==> src/rtl/opb_register_bank_simulink2ppc.sv <==
// OPB slave exposing C_NUM_REGS user words, a status word and an optional timestamp word.
// Define OPB_REG_BANK_TIMESTAMP_EN to add the free-running cycle timestamp word.
module opb_register_bank_simulink2ppc #(
    parameter logic [31:0] C_BASEADDR   = 32'h01010100,
    parameter logic [31:0] C_HIGHADDR   = 32'h010101FF,
    parameter int          C_OPB_AWIDTH = 32,
    parameter int          C_OPB_DWIDTH = 32,
    parameter int          C_NUM_REGS   = 4
) (
    input  logic                      OPB_Clk,
    input  logic                      OPB_Rst,
    input  logic [0:C_OPB_AWIDTH-1]   OPB_ABus,
    input  logic [0:3]                OPB_BE,
    input  logic [0:C_OPB_DWIDTH-1]   OPB_DBus,
    input  logic                      OPB_RNW,
    input  logic                      OPB_select,
    input  logic                      OPB_seqAddr,
    output logic [0:C_OPB_DWIDTH-1]   Sl_DBus,
    output logic                      Sl_errAck,
    output logic                      Sl_retry,
    output logic                      Sl_toutSup,
    output logic                      Sl_xferAck,
    input  logic [C_NUM_REGS*32-1:0]  user_data_in,
    input  logic                      user_valid
);

    typedef enum logic [1:0] {IDLE, ACK, WAIT} state_t;

    state_t      state, state_nxt;
    logic [31:0] live [C_NUM_REGS];
    logic [31:0] hold [C_NUM_REGS];
    logic [15:0] count;
    logic        stale;
    logic [31:0] rd_data_p1;
    logic [31:0] rd_mux;
    logic [31:0] ts_word;
    logic [31:0] addr_off;
    logic [29:0] idx;
    logic        hit, take, snap, clr;
    logic        unused_ok;

    assign addr_off  = OPB_ABus - C_BASEADDR;
    assign idx       = addr_off[31:2];
    assign hit       = OPB_select && (OPB_ABus >= C_BASEADDR) && (OPB_ABus <= C_HIGHADDR);
    // All side effects happen on the edge that accepts the transfer, so a snapshot
    // and the word 0 value it returns always come from the same pre-update state.
    assign take      = (state == IDLE) && hit;
    assign snap      = take && OPB_RNW && (idx == '0);
    assign clr       = take && !OPB_RNW && (idx == 30'(C_NUM_REGS)) && OPB_DBus[C_OPB_DWIDTH-1];
    assign unused_ok = ^{OPB_BE, OPB_seqAddr, OPB_DBus[0:C_OPB_DWIDTH-2], addr_off[1:0]};

    assign Sl_errAck  = 1'b0;
    assign Sl_retry   = 1'b0;
    assign Sl_toutSup = 1'b0;
    assign Sl_xferAck = (state == ACK);
    assign Sl_DBus    = (state == ACK) ? rd_data_p1 : '0;

    always_ff @(posedge OPB_Clk or posedge OPB_Rst) begin
        if (OPB_Rst) state <= IDLE;
        else         state <= state_nxt;
    end

    always_comb begin
        state_nxt = state;
        case (state)
            IDLE:    if (hit) state_nxt = ACK;
            ACK:     state_nxt = WAIT;
            WAIT:    if (!OPB_select) state_nxt = IDLE;
            default: state_nxt = IDLE;
        endcase
    end

    always_comb begin
        rd_mux = '0;
        for (int i = 0; i < C_NUM_REGS; i++) begin
            if (idx == 30'(i)) rd_mux = hold[i];
        end
        if (idx == '0)                          rd_mux = live[0];
        else if (idx == 30'(C_NUM_REGS))        rd_mux = {count, 15'b0, stale};
        else if (idx == 30'(C_NUM_REGS + 1))    rd_mux = ts_word;
    end

    always_ff @(posedge OPB_Clk or posedge OPB_Rst) begin
        if (OPB_Rst) begin
            for (int i = 0; i < C_NUM_REGS; i++) begin
                live[i] <= '0;
                hold[i] <= '0;
            end
            count      <= '0;
            stale      <= 1'b0;
            rd_data_p1 <= '0;
        end else begin
            if (take) rd_data_p1 <= OPB_RNW ? rd_mux : '0;
            for (int i = 0; i < C_NUM_REGS; i++) begin
                if (snap)       hold[i] <= live[i];
                if (user_valid) live[i] <= user_data_in[32*i +: 32];
            end
            // A PPC clear beats a coincident strobe increment.
            if (clr)             count <= '0;
            else if (user_valid) count <= count + 16'd1;
            if (user_valid)      stale <= 1'b1;
            else if (snap)       stale <= 1'b0;
        end
    end

`ifdef OPB_REG_BANK_TIMESTAMP_EN
    logic [31:0] ts_cnt, ts_live, ts_hold;

    always_ff @(posedge OPB_Clk or posedge OPB_Rst) begin
        if (OPB_Rst) begin
            ts_cnt  <= '0;
            ts_live <= '0;
            ts_hold <= '0;
        end else begin
            ts_cnt <= ts_cnt + 32'd1;
            if (user_valid) ts_live <= ts_cnt;
            if (snap)       ts_hold <= ts_live;
        end
    end

    assign ts_word = ts_hold;
`else
    assign ts_word = '0;
`endif

endmodule
==> config.mk <==
export PLATFORM = sky130hd
export DESIGN_NAME = opb_register_bank_simulink2ppc
export DESIGN_NICKNAME = d
export VERILOG_FILES = /design/src/rtl/opb_register_bank_simulink2ppc.sv
export SDC_FILE = /design/constraint.sdc
export NUM_CORES = 1
export LEC_CHECK = 0
export CORE_AREA = 2 2 159 161
export DETAILED_ROUTE_END_ITERATION = 10
export DIE_AREA = 0 0 161 163
export GPL_TIMING_DRIVEN = 0
export PLACE_DENSITY_LB_ADDON = 0.2
export SLEW_MARGIN = 25
export SYNTH_ARGS = -nofsm -noshare
export SYNTH_HDL_FRONTEND = slang
export SYNTH_SLANG_ARGS = --single-unit
==> constraint.sdc <==
create_clock -name OPB_Clk -period 25.1 [get_ports OPB_Clk]
set_input_delay 5.02 -clock OPB_Clk [delete_from_list [all_inputs] [get_ports OPB_Clk]]
set_output_delay 5.02 -clock OPB_Clk [all_outputs]
set_load 0.02 [all_outputs]
==> PnR_summary.wiki <==
{| class="wikitable"
! Metric !! Value
|-
| Status || completed
|-
| Detail Placement HPWL || 22400 um
|-
| Overall overflow remaining after global route || 0
|-
| Longest individual stage delay on the worst path || 630 ps
|-
| Type of the most critical hold path || reg2reg
|-
| Cell type group with the largest total delay on the critical path || buffers and inverters
|-
| Total Routed Length || 30860 um
|-
| Max-cap violations || 0
|-
| Antenna violation net count after detailed routing || 0
|-
| Core region area || 24670 sq um
|-
| Number of search-and-repair iterations in the first detailed-routing pass || 5
|-
| Yosys reg bits || 275
|-
| Total design power || 1.022 mW
|-
| Crit path buffers/inverters || 2
|-
| Clock edge transition at the registers on the reported setup and hold paths || 60 ps
|-
| Effective utilization at floorplan || 49.03%
|-
| Largest area contributor in the synthesized netlist || dfrtp_1
|-
| Nets || 1357
|-
| Kind of end point of the critical path || output port
|-
| Largest cells by area after synthesis || dfrtp_1 57%, mux2_2 18%, mux2_4 3.6%
|-
| Root buf cell || clkbuf_16
|-
| Number of enable-type register cells in the synthesized netlist || 0
|-
| Final hold viol count || 0
|-
| Slowest cell on crit path || clkdlybuf4s50_1
|-
| Number of pins with negative max-slew slack in the final report || 0
|-
| Ys async rst share || 100.0%
|-
| Largest family of logic cells by synthesized area || multiplexers
|-
| Power density cells || 65.75 nW/um^2
|-
| Setup clock skew after layout || 10.80 ps
|-
| Min Clock Period, post-route || 7823 ps
|-
| Data required time at the worst endpoint || 20080 ps
|-
| Area delta synth->final || 28.54%
|-
| Synthesized instance count || 924
|-
| Bufs on Longest Clock Path || 3
|-
| Data arrival time of the worst path || 2800 ps
|-
| Number of placement rows || 58
|-
| Area fraction in and, or, nand and nor cells after synthesis || 8.657%
|-
| Post-detailed-route DRC marker count || 0
|-
| Top Ports || 238
|-
| Share of the cycle needed by the critical path after routing || 31.17%
|-
| Post-synth top area share || 56.89%
|-
| Port Buf Inserts || 194
|-
| Setup_tns || 0 ps
|-
| Cell breakdown of the critical path || nor2b_1 -> clkbuf_1 -> and2_1 -> clkdlybuf4s50_1
|-
| Post-synthesis instance area || 12100 sq um
|-
| Number of setup violations in the final report || 0
|-
| Final weighted congestion in routability-driven placement || 0.9011
|-
| Mean number of vias per cell || 5.381
|-
| Relative slew margins || 30.22%
|-
| Vias in the first global route || 8268
|-
| Maximum net fanout on the critical path || 10
|-
| Ratio of cells with drive above 1 in the final layout || 25.94%
|-
| Number of instances resized during post-cts repair || 0
|-
| Floorplan die width || 161 um
|-
| Maximum number of pins on one net before global-route repair || 80
|-
| Final routed wire length divided by cell count || 20.48 um
|-
| Die H || 163 um
|-
| Leak || 7.050 nW
|-
| DIE AREA || 26240 sq um
|-
| Main flop type after synthesis || dfrtp_1
|-
| CTS tree || built
|-
| Highest attainable clock frequency || 0.1278 GHz
|-
| CTS Hold Bufs || 0
|-
| GRT Resource Usage Total || 23.63%
|-
| Share of the synthesized netlist area taken by xor and xnor gates || 1.086%
|-
| Category of the worst setup path launch point || flop
|-
| Count of routing violations after the opening detailed-route iteration || 568
|-
| Least-Margin Pin Slew || 1047 ps
|-
| Fraction of the mapped netlist area in compound gates || 5.596%
|-
| Mux contribution to synthesized area || 24.68%
|-
| Share of synthesized area occupied by flip-flops and latches || 56.89%
|-
| Number of vias after detailed routing || 8109
|-
| VDD IR max || 48.39 uV
|-
| Number of setup buffers added after CTS || 0
|-
| Classification of the worst setup path || reg2out
|-
| Total of warnings raised by yosys || 0
|-
| Unique cell type count in the Yosys netlist || 46
|-
| H-tree depth || 1
|-
| Arithmetic-cell share of the synthesized area counting full adders, half adders and majority gates || 0.1034%
|-
| Number of clock buffers inserted by TritonCTS || 29
|-
| Initial antenna violation count || 2
|-
| Clock tree sinks || 275
|-
| Average size of a mapped cell || 13.09 sq um
|-
| Unrepaired setup endpoints after global routing || no
|-
| Global-route wire length before repair || 47710 um
|-
| Clock latency reported for the late side of the worst-skew pair || 550 ps
|}
## registers in the layout, indices dropped and copies added (netlist names)
register	count
live	128
state	2
stale	1
hold	96
rd_data_p1	32
count	16
## power by group
group	leakage (nW)	switching, mW	internal, mW
registers	3.54	0.0190	0.469
clock network	0.489	0.172	0.269
logic	3.02	0.0415	0.0509
total	7.05	0.233	0.790
## metal layers
metal | up-vias | part of all wire, % | GRT usage, %
met5 | - | 0 | 0
met4 | 0 | 1.6 | 4.505
met3 | 37 | 5.7 | 3.820
met2 | 258 | 47 | 38.43
met1 | 4085 | 46 | 34.05
li1 | 3729 | - | -
## synthesized netlist by cell type, types with 26 or more instances
cell	n
mux2i_1	32
o21ai_0	40
a21oi_1	28
and2_1	33
nor2_1	26
nand2_1	60
mux2_2	196
mux2_4	29
clkbuf_1	33
dfrtp_1	275
## logic make-up (layout without fill, tap and decap cells)
kind of cell / count (synthesis) / count (layout)
AO/OA/AOI/OAI: 112 / 112
XOR/XNOR: 15 / 15
adder cells (fa/ha/maj): 1 / 1
buffers and inverters: 78 / 328
flip-flops: 275 / 275
multiplexers: 258 / 258
other: 1 / 4
AND/OR/NAND/NOR: 184 / 184
## path summary, 6_finish.rpt
kind / slack (ps) / startpoint / cells past startpoint / end
min in group asynchronous: 4900 / OPB_Rst / 2 / live[62]
worst max register to register: 22760 / state[1] / 7 / rd_data_p1[3]
worst min register to register: 470 / rd_data_p1[23] / 2 / rd_data_p1[23]
max in group asynchronous: 19140 / OPB_Rst / 4 / live[55]
worst max-delay path: 17280 / state[1] / 4 / Sl_DBus[16]
worst min-delay path: 470 / rd_data_p1[23] / 2 / rd_data_p1[23]
## worst register-to-register path, cell delays in order, from the launching register on
cell and delay, ps:
dfrtp_1 410, nor3_1 210, nand4_1 190, nor4_1 290, buf_2 360, nand2_1 230, clkbuf_1 300, o21ai_0 260
## cell type report
class | instances | area, sq um
clock buffers | 45 | 875.8
fillers | 1959 | 9125
flip-flops and latches | 275 | 6882
repair buffers | 197 | 2024
plain buffers | 62 | 297.8
clock inverters | 8 | 121.4
multi-input cells | 573 | 4865
inverters | 16 | 67.56
well taps | 330 | 412.9
diodes | 1 | 2.502
## metrics by stage
stage | instances | cell area (sq um) | hold WS (ps) | setup slack [ps] | utilization (%)
detailed placement | 1453 | 14550 | 463.1 | 17310 | 58.97
finish | 1507 | 15550 | 471.3 | 17280 | 63.02
global placement | 1450 | 14460 | 455.5 | 9059 | 58.60
CTS | 1506 | 15550 | 475.5 | 17240 | 63.01
floorplan | 926 | 12100 | 430.4 | 12500 | -
global route | 1506 | 15550 | 510.4 | 17150 | 63.01
## placed cells by master, fill, tap and decap left out, types with 4 or more instances in the layout
cell type / synthesis / layout
nand4_1: 8 / 8
buf_2: 16 / 16
buf_1: 5 / 5
o2111ai_1: 16 / 16
mux2_4: 29 / 29
clkbuf_8: 0 / 9
nor2b_1: 5 / 5
mux2i_1: 32 / 32
clkbuf_1: 33 / 40
xor2_1: 10 / 10
a21oi_1: 28 / 28
clkdlybuf4s50_1: 0 / 194
xnor2_1: 5 / 5
dfrtp_1: 275 / 275
nand3_1: 7 / 7
a21o_1: 4 / 4
and2_1: 33 / 33
nor2_1: 26 / 26
and3_1: 4 / 4
nand2_1: 60 / 60
buf_4: 4 / 4
mux2_2: 196 / 196
buf_6: 4 / 4
o21ai_1: 5 / 5
o21ai_0: 40 / 40
nor3_1: 5 / 5
inv_1: 16 / 15
a22oi_1: 15 / 15
and4b_1: 16 / 16
clkbuf_16: 0 / 29
Note: power is estimated with default switching activity, not from simulation.
